<file path="src/rtl/pointwise_mul_seq.sv">
// Sequencer for pointwise modular multiplication of two Kyber polynomials (q = 3329).
// Streams coefficient pairs from two sync-read RAMs through an external multiplier into a destination RAM.
module pointwise_mul_seq #(
  parameter int N       = 256,
  parameter int ADDR_W  = 8,
  parameter int RD_LAT  = 1,
  parameter int MUL_LAT = 4
) (
  input  logic              clk,
  input  logic              reset,
  input  logic              start,
  input  logic              abort,
  output logic              busy,
  output logic              done,
  output logic              rd_en,
  output logic [ADDR_W-1:0] rd_addr,
  input  logic [11:0]       a_rdata,
  input  logic [11:0]       b_rdata,
  output logic [11:0]       mul_a,
  output logic [11:0]       mul_b,
  input  logic [11:0]       mul_result,
  output logic              wr_en,
  output logic [ADDR_W-1:0] wr_addr,
  output logic [11:0]       wr_data
);

  // Each issued read reaches the write port after the RAM read plus the multiplier latency.
  localparam int PIPE_D = RD_LAT + MUL_LAT;

  typedef enum logic [1:0] {
    S_IDLE,
    S_RUN,
    S_DRAIN,
    S_DONE
  } state_t;

  state_t            state_q;
  state_t            state_d;
  logic [ADDR_W-1:0] rd_addr_q;
  logic [PIPE_D-1:0] pipe_vld_q;
  logic [ADDR_W-1:0] pipe_addr_q [PIPE_D];

  logic last_issue;
  logic pipe_busy;
  logic flush;

  assign last_issue = (rd_addr_q == ADDR_W'(N - 1));
  // The tail stage is writing this cycle; the job is finished once nothing sits behind it.
  assign pipe_busy  = |pipe_vld_q[PIPE_D-2:0];
  assign flush      = abort && busy;

  // NOTE: every signal assigned in always_comb gets a default first, so no path leaves it unassigned and no latch is inferred.
  always_comb begin
    state_d = state_q;
    unique case (state_q)
      S_IDLE:  if (start && !abort) state_d = S_RUN;
      S_RUN: begin
        if (abort)           state_d = S_IDLE;
        else if (last_issue) state_d = S_DRAIN;
      end
      S_DRAIN: begin
        if (abort)           state_d = S_IDLE;
        else if (!pipe_busy) state_d = S_DONE;
      end
      S_DONE:  state_d = S_IDLE;
      default: state_d = S_IDLE;
    endcase
  end

  // NOTE: state is updated with non-blocking assignments so every register samples pre-edge values.
  always_ff @(posedge clk or negedge reset) begin
    if (!reset) begin
      state_q   <= S_IDLE;
      rd_addr_q <= '0;
    end else begin
      state_q <= state_d;
      // Counter sits at zero outside RUN, so each job starts from coefficient 0 without extra control.
      if (state_q == S_RUN && !abort && !last_issue) rd_addr_q <= rd_addr_q + 1'b1;
      else                                           rd_addr_q <= '0;
    end
  end

  // NOTE: the address pipe is reset along with the valids because its tail drives wr_addr, which must read 0 in reset.
  always_ff @(posedge clk or negedge reset) begin
    if (!reset) begin
      pipe_vld_q <= '0;
      for (int i = 0; i < PIPE_D; i++) pipe_addr_q[i] <= '0;
    end else begin
      // Abort drops everything in flight, including the read issued this cycle.
      if (flush) pipe_vld_q <= '0;
      else       pipe_vld_q <= {pipe_vld_q[PIPE_D-2:0], rd_en};
      pipe_addr_q[0] <= rd_addr_q;
      for (int i = 1; i < PIPE_D; i++) pipe_addr_q[i] <= pipe_addr_q[i-1];
    end
  end

  assign rd_en   = (state_q == S_RUN);
  assign rd_addr = rd_addr_q;
  assign busy    = (state_q == S_RUN) || (state_q == S_DRAIN);
  assign done    = (state_q == S_DONE);

  // Operands flow every cycle; results are only consumed when the tag pipe marks them valid.
  assign mul_a   = a_rdata;
  assign mul_b   = b_rdata;

  assign wr_en   = pipe_vld_q[PIPE_D-1];
  assign wr_addr = pipe_addr_q[PIPE_D-1];
  assign wr_data = wr_en ? mul_result : '0;

endmodule
</file>
<file path="config.mk">
export PLATFORM = sky130hd
export DESIGN_NAME = pointwise_mul_seq
export DESIGN_NICKNAME = d
export VERILOG_FILES = /design/src/rtl/pointwise_mul_seq.sv
export SDC_FILE = /design/constraint.sdc
export NUM_CORES = 1
export LEC_CHECK = 0
export ABC_AREA = 1
export ABC_CLOCK_PERIOD_IN_PS = 2300
export CORE_MARGIN = 3
export CORE_UTILIZATION = 41
export DETAILED_ROUTE_END_ITERATION = 10
export GPL_TIMING_DRIVEN = 0
export PLACE_DENSITY = 0.76
export SETUP_SLACK_MARGIN = 0.1
export SLEW_MARGIN = 20
export SYNTH_ARGS = -nofsm -noshare
export SYNTH_HDL_FRONTEND = slang
export SYNTH_SLANG_ARGS = --single-unit
</file>
<file path="constraint.sdc">
create_clock -name clk -period 2.3 [get_ports clk]
set_clock_uncertainty 0.1 [all_clocks]
set_input_delay 0.46 -clock clk [delete_from_list [all_inputs] [get_ports clk]]
set_output_delay 0.46 -clock clk [all_outputs]
set_load 0.01 [all_outputs]
</file>
# == After elaboration in Yosys (flattened, before gate mapping) ==
# Index checks and enable logic that the tools add are counted.
# totals
register_bits,55
latch_bits,0
ram_bits,0
rom_bits,0
word_cells,35
memories,0
# op_classes
addsub,1
multipliers,0
div,0
order_cmp,0
eq_ne,7
shift,0
n_mux,9
bitwise,0
n_reduce_logical,10
# op_table
operator,count
12-bit 2-to-1 mux,1
2-bit 2-to-1 mux,5
8-bit by 1-bit adder with 8-bit output (second input constant),1
8-bit == test (second input constant),1
8-bit 2-to-1 mux,1
2-bit case mux with 4 select lines,1
5-bit 2-to-1 mux,1
2-bit == test (second input constant),2
1-bit logical AND,4
4-bit OR reduction,1
3-bit by 2-bit inequality test with 1-bit output (second input constant),1
3-bit inequality test (second input constant),1
3-bit AND reduction,1
2-bit by 1-bit == test with 1-bit output (second input constant),1
1-bit logical NOT,2
2-bit logical NOT,1
2-bit inequality test (second input constant),1
1-bit logical OR,1

# == Depth between registers and ports, before layout ==
# Gate-level depths: netlist of the first run.
# depth
word_depth,4
mapped_depth,8

# == Worst setup path after synthesis of the first run ==
# OpenSTA, ideal clock, no wires.
# synth_timing
kind,flip-flop to flip-flop
start,reg state_q[1]
end,reg state_q[1]
t_arrival_ns,1.202
t_required_ns,2.083
slack_ns,0.882
stages_incl_launch_ff,9
n_path_buf,1
cell_sequence,dfrtp_1 inv_1 ha_1 inv_1 nor2_1 nand2_2 buf_6 nand3_1 nand2_1
# synth_between
elab_chain_cells,3
# synth_rtl
item,line,rtl
from (decl),37,state_t state_q;
from (signal assigned),76,state_q <= state_d;
2-bit by 1-bit == test with 1-bit output (*),n/a,
via rd_en,15,"output logic rd_en,"
3-bit by 2-bit inequality test with 1-bit output (no line),n/a,
3-bit AND reduction (no line),n/a,
# The timed path passes the listed nets; every way through them passes the cells marked *.
# A chain may end at the register's enable or synchronous reset.

# == Final worst setup path of the first run ==
# layout_timing
start,in mul_result[6]
end,out wr_data[6]
# layout_between
elab_chain_cells,1
# layout_rtl
item,line,rtl
from (decl),21,"input logic [11:0] mul_result,"
12-bit 2-to-1 mux,108,assign wr_data = wr_en ? mul_result : '0;
to (decl),24,output logic [11:0] wr_data
# Every way passes these cells.

==> metrics.md, run 1 <==
| Metric | Value |
|---|---|
| Worst EP required | 1.74 ns |
| Critical path destination | wr_data[6] |
| Min Clock Period, post-route | 2.113 ns |
| Reg-to-reg endpoint | state_q[1]$_DFFE_PN0P_ |
| Gate Count Post-Synth | 188 |
| Post-synthesis cell area | 2096 um2 |
| Synth unique cells | 19 |
| Initial Utilization | 43.51% |
| Worst setup SP type | input port |
| Max-cap violations | 0 |
| Final setup margin | 0.1866 ns |
| Syn. warnings | 0 |
| HPWL Detailed | 2838 um |
| CP endpoint kind | primary output |
| Total CTS buffers | 5 |
| CTS tree | yes |
| Fin nets | 316 |
| Final Hold Vio Count | 0 |
| Initial antenna violation count | 0 |
| Vias in the first global route | 1298 |
| Die area | 6005 um2 |
| Htree depth | 2 |
| Largest net degree at the start of global routing | 33 |
| Sequential area share after synthesis | 65.67% |
| Worst-Margin Slew | 0.5653 ns |
| Fillcell total | 406 |
| Final Setup Violations | 0 |
| Flop2flop setup slack | 0.77 ns |
| R2r startpoint | state_q[1]$_DFFE_PN0P_ |
| Worst Setup Path Type | in2out |
| Relative slew margins | 62.31% |
| Main synth FF type | dfrtp_1 |
| IO Count | 96 |
| DP Worst Slack | 0.1585 ns |
| CP startpoint | mul_result[6] |
| IO Port Bufs | 71 |
| Initial DRC count | 37 |
| Synth Register Bits | 55 |
| Max Transition Viols Final | 0 |
| Area delta synth->final | 44.72% |
| GPL Wtd Cong | 0.7601 |
| WP data arrival | 1.55 ns |
| Drc violations | 0 |
| Final worst-path cycle share | 91.89% |
| GRT Overall Usage | 12.53% |
| Global-route wire length before repair | 5996 um |
| Via density | 4.012 |
| # clock sinks | 55 |
| Reg2Reg Depth | 8 |
| Maximum vdd drop | 0.6330 mV |
| Row count | 25 |
| Mapped Avg Cell Area | 11.15 um2 |
| Mapped Nets | 234 |
| Total Routed Length | 3688 um |
| Worst skew pair latency | 0.30 ns |
| Clock slew at the register clock pins of the worst setup and hold paths | 0.09 ns |
| Via count | 1356 |
| Pwr Total | 0.002436 W |
| Lkg Pwr | 1.573 nW |
| PD cells | 803.2 nW/um2 |
| Clock Path Buffers | 2 |
| Clk root buf | clkbuf_8 |
| Hold_ws | 0.04161 ns |
| Hold Crit Class | in2async |
| Status | completed |
| Die height | 77.50 um |
| Fraction of registers with async set or reset after synthesis | 100.0% |
| Crit Path Max Fanout | 1 |
| Core Region | 4817 um2 |
| Number of antenna diodes | 0 |
| Final ANT Viol Nets | 0 |
| RSZ-0062 raised after global routing | false |
| First-pass detailed-route iteration total | 4 |
| Max Clk Rate | 0.4732 GHz |
| Die width | 77.50 um |
| Routed length per instance | 10.91 um |
| Total grt overflow | 0 |
| Layout cell share with drive strength beyond 1 | 18.45% |
| Post-synth EDFFs | 0 |
==> through the flow <==
step / instance area [um2] / TNS (ns) / std cells / util (%)
global route: 3033 / 0 / 338 / 62.96
finish: 3033 / 0 / 338 / 62.96
CTS: 3020 / 0 / 337 / 62.70
global placement: 2890 / -43.19 / 326 / 60.00
floorplan: 2096 / 0 / 188 / -
detailed placement: 2905 / 0 / 327 / 60.31
==> final cells by class <==
class / instances / area (um2) / share of cell area (%)
plain buffers: 34 / 259.0 / 8.540
clock buffers: 6 / 82.58 / 2.723
clock inverters: 2 / 16.27 / 0.5363
inverters: 27 / 101.3 / 3.342
multi-input cells: 72 / 362.8 / 11.96
flip-flops and latches: 55 / 1376 / 45.38
well taps: 67 / 83.83 / 2.764
repair buffers: 75 / 750.7 / 24.75
==> layer usage <==
layer / vias up / GRT usage, % / routed length [um]
met1: 611 / 13.93 / 1411
met5: - / 0 / 0
met4: 0 / 5.338 / 64
li1: 686 / - / -
met3: 10 / 4.176 / 266
met2: 49 / 21.85 / 1946
==> Yosys cell counts (2+ instances only) <==
cell	count	share of area (%)
buf_4	32	11
nand2_1	27	4.8
dfrtp_1	55	66
nand3_1	3	0.72
nand4_1	2	0.60
a21oi_1	3	0.72
nor2_1	21	3.8
nor3_1	3	0.72
ha_1	6	3.6
inv_1	27	4.8
==> cell usage in the layout, fill, tap and decap left out, drive strengths merged <==
cell / Yosys / final
clkbuf: 1 / 7
a21oi: 3 / 3
nor2: 22 / 22
clkdlybuf4s50: 0 / 69
clkinvlp: 0 / 1
nand4: 2 / 2
o21bai: 1 / 1
clkinv: 0 / 1
dfrtp: 55 / 55
inv: 27 / 27
nand3: 3 / 3
ha: 6 / 6
or2: 2 / 2
nand2: 28 / 28
nor3: 3 / 3
xor2: 1 / 1
dlymetal6s2s: 0 / 1
buf: 33 / 38
xnor2: 1 / 1
==> flip-flops by register name (all words and copies together) (netlist names) <==
| register | flops |
|---|---|
| pipe_addr_q | 32 |
| state_q | 2 |
| pipe_vld_q | 5 |
| rd_addr | 8 |
| wr_addr | 8 |
==> worst min-delay path by stage <==
stage                         startpoint                         to  slack, ns
2_1_floorplan                      reset  pipe_addr_q[10]$_DFF_PN0_       0.06
3_3_place_gp   pipe_addr_q[22]$_DFF_PN0_  pipe_addr_q[14]$_DFF_PN0_       0.23
3_5_place_dp   pipe_addr_q[23]$_DFF_PN0_  pipe_addr_q[15]$_DFF_PN0_       0.23
4_1_cts                            reset    pipe_vld_q[3]$_DFF_PN0_       0.05
5_1_grt                            reset    pipe_vld_q[3]$_DFF_PN0_       0.07
6_report                           reset    pipe_vld_q[3]$_DFF_PN0_       0.04
==> where the power goes <==
group / internal, W / total [W] / leakage [nW] / switching (W)
clock: 0.000246 / 0.000538 / 0.0474 / 0.000292
sequential: 0.00107 / 0.00112 / 0.757 / 0.0000494
combinational: 0.000413 / 0.000777 / 0.769 / 0.000364
total: 0.00173 / 0.00244 / 1.57 / 0.000705
==> cells by family after synthesis <==
kind of cell,Yosys count,synth area share (%)
buffers and inverters,61,17.01
XOR/XNOR,2,0.8360
flip-flops,55,65.67
adder cells (fa/ha/maj),6,3.582
AND/OR/NAND/NOR,60,11.82
AO/OA/AOI/OAI,4,1.075
==> timing repair <==
action | 4_1_cts | 5_1_grt
hold endpoints to repair | 0 | 0
resized for setup | 1 | 3
hold buffers | 0 | 0
setup buffers | 2 | 1
pin swaps | 0 | 0
endpoints found under the setup margin | 11 | 11
==> critical path: stages <==
cell and delay (ns):
clkdlybuf4s50_1 0.45, nand2_1 0.05, inv_1 0.05, clkdlybuf4s50_1 0.54
(Power assumes the default switching activity.)
==> run 2, diff against run 1 <==
--- a/config.mk
+++ b/config.mk
@@ -7,7 +7,7 @@
 export LEC_CHECK = 0
 export ABC_AREA = 1
 export ABC_CLOCK_PERIOD_IN_PS = 2300
-export CORE_MARGIN = 3
+export CORE_MARGIN = 2
 export CORE_UTILIZATION = 41
 export DETAILED_ROUTE_END_ITERATION = 10
 export GPL_TIMING_DRIVEN = 0
==> run 2 against run 1 <==
- clock-buffer cell count up 1
- critical path depth unchanged
- largest power group unchanged
- clock power down 10%
- critical endpoint is now wr_data[9]
==> metrics.md, run 2 (synthesis gave the netlist of run 1 again) <==
| Metric | Value |
|---|---|
| Status | completed |
| Total CTS buffers | 5 |
| Crit path cell chain | clkdlybuf4s50_1 > nand2_1 > inv_1 > clkdlybuf4s50_1 |
| Die area | 5700 um2 |
| Htree depth | 2 |
| WP data arrival | 1.57 ns |
| Vias in the first global route | 1139 |
| Clock Path Buffers | 2 |
| # clock sinks | 55 |
| IO Port Bufs | 71 |
| CP startpoint | mul_result[9] |
| Max reg flops | 32 |
| Via density | 4.032 |
| Global-route wire length before repair | 4857 um |
| Layout cell share with drive strength beyond 1 | 17.41% |
| Fillcell total | 444 |
| Max-cap violations | 0 |
| CP endpoint kind | primary output |
| First-pass detailed-route iteration total | 4 |
| Row count | 26 |
| GRT Overall Usage | 11.42% |
| RSZ-0062 raised after global routing | false |
| Top cell by count, worst path | clkdlybuf4s50_1 |
| Hold Crit Class | in2async |
| Die height | 75.50 um |
| Max Transition Viols Final | 0 |
| Maximum vdd drop | 0.3760 mV |
| HPWL Detailed | 2578 um |
| Total Routed Length | 3377 um |
| Setup TNS | 0 ns |
| Worst setup SP type | input port |
| Clk root buf | clkbuf_8 |
| Number of antenna diodes | 0 |
| Total grt overflow | 0 |
| Final ANT Viol Nets | 0 |
| Routed length per instance | 9.932 um |
| Crit Path Max Fanout | 1 |
| Drc violations | 0 |
| Largest register by flop count | pipe_addr_q |
| Initial antenna violation count | 0 |
| Worst EP required | 1.74 ns |
| Max Clk Rate | 0.4705 GHz |
| Commonest cells after routing, fill and taps aside | clkdlybuf4s50_1 (69), dfrtp_1 (55), buf_4 (36) |
| Most common cell after layout, fill and taps aside | clkdlybuf4s50_1 |
| Largest net degree at the start of global routing | 56 |
| Critical-path top delay cell | clkdlybuf4s50_1 |
| Die width | 75.50 um |
| R2r startpoint | state_q[1]$_DFFE_PN0P_ |
| Pwr Total | 0.002360 W |
| CP max stage delay | 0.53 ns |
| Initial DRC count | 71 |
| Area delta synth->final | 43.22% |
| Final worst-path cycle share | 92.40% |
| Reg2Reg Depth | 8 |
| Critical path destination | wr_data[9] |
| Final Hold Vio Count | 0 |
| Reg-to-reg endpoint | state_q[1]$_DFFE_PN0P_ |
| Relative slew margins | 58.05% |
| Flop2flop setup slack | 0.82 ns |
| Worst skew pair latency | 0.29 ns |
| Fin nets | 315 |
| Via count | 1371 |
| GPL Wtd Cong | 0.7295 |
| Clock slew at the register clock pins of the worst setup and hold paths | 0.09 ns |
| CTS tree | yes |
| Min Clock Period, post-route | 2.125 ns |
| PD cells | 786.3 nW/um2 |
| Final Setup Violations | 0 |
| Worst-Margin Slew | 0.6292 ns |
| Core Region | 5010 um2 |
| Worst Setup Path Type | in2out |
| IO Count | 96 |
| Lkg Pwr | 1.560 nW |
| Initial Utilization | 41.83% |
[run 2: worst max-delay path: cells and delay by family]
family,cells,cell delay [ns]
and+or+nand+nor,1,0.06
buffers and inverters,3,1.04
[run 2: report_power, final]
part	internal [W]	total, W	switching [W]	leakage, nW
registers	0.00107	0.00112	0.0000506	0.757
logic	0.000409	0.000754	0.000345	0.760
clock network	0.000214	0.000484	0.000270	0.0422
total	0.00170	0.00236	0.000665	1.56
[run 2: per-layer routing]
layer	GRT usage, %	vias to the layer above	share of wire, %
met5	0	-	0
met4	3.509	0	0.56
met3	4.497	2	7.3
met2	19.52	41	54
met1	13.30	643	38
li1	-	685	-
[run 2: how the worst min path moves through the flow]
stage / slack, ns / end / depth (start not counted) / from
floorplan: 0.06 / pipe_addr_q[10]$_DFF_PN0_ / 0 / reset
global placement: 0.23 / pipe_addr_q[30]$_DFF_PN0_ / 0 / pipe_addr_q[38]$_DFF_PN0_
detailed placement: 0.23 / pipe_addr_q[20]$_DFF_PN0_ / 0 / pipe_addr_q[28]$_DFF_PN0_
CTS: 0.11 / wr_addr[5]$_DFF_PN0_ / 1 / reset
global route: 0.13 / pipe_addr_q[21]$_DFF_PN0_ / 1 / reset
finish: 0.09 / pipe_addr_q[14]$_DFF_PN0_ / 1 / reset
[run 2: final cells by class]
| cell class | instances | area, um2 | area share (%) |
|---|---|---|---|
| tap | 70 | 87.58 | 2.918 |
| timing repair buffer | 74 | 733.2 | 24.43 |
| multi-input combinational | 72 | 362.8 | 12.09 |
| sequential | 55 | 1376 | 45.85 |
| inverter | 27 | 101.3 | 3.376 |
| buffer | 34 | 259.0 | 8.629 |
| clock inverter | 1 | 5.005 | 0.1667 |
| clock buffer | 7 | 76.32 | 2.543 |
[run 2: per-stage QoR]
stage / cell area, um2 / utilization [%] / worst slack (ns) / hold slack, ns / std cells
floorplan: 2096 / - / 0.8817 / 0.06441 / 188
global placement: 2894 / 57.77 / -0.7986 / 0.2315 / 329
detailed placement: 2892 / 57.72 / 0.1610 / 0.2347 / 329
CTS: 2982 / 59.52 / 0.1013 / 0.1056 / 338
global route: 3002 / 59.92 / 0.1205 / 0.1343 / 340
finish: 3002 / 59.92 / 0.1747 / 0.08732 / 340
[run 2: what timing repair did]
item	CTS	global route
hold buffers	0	0
gates resized for setup	1	3
setup buffers	1	2
setup endpoints to repair	11	11
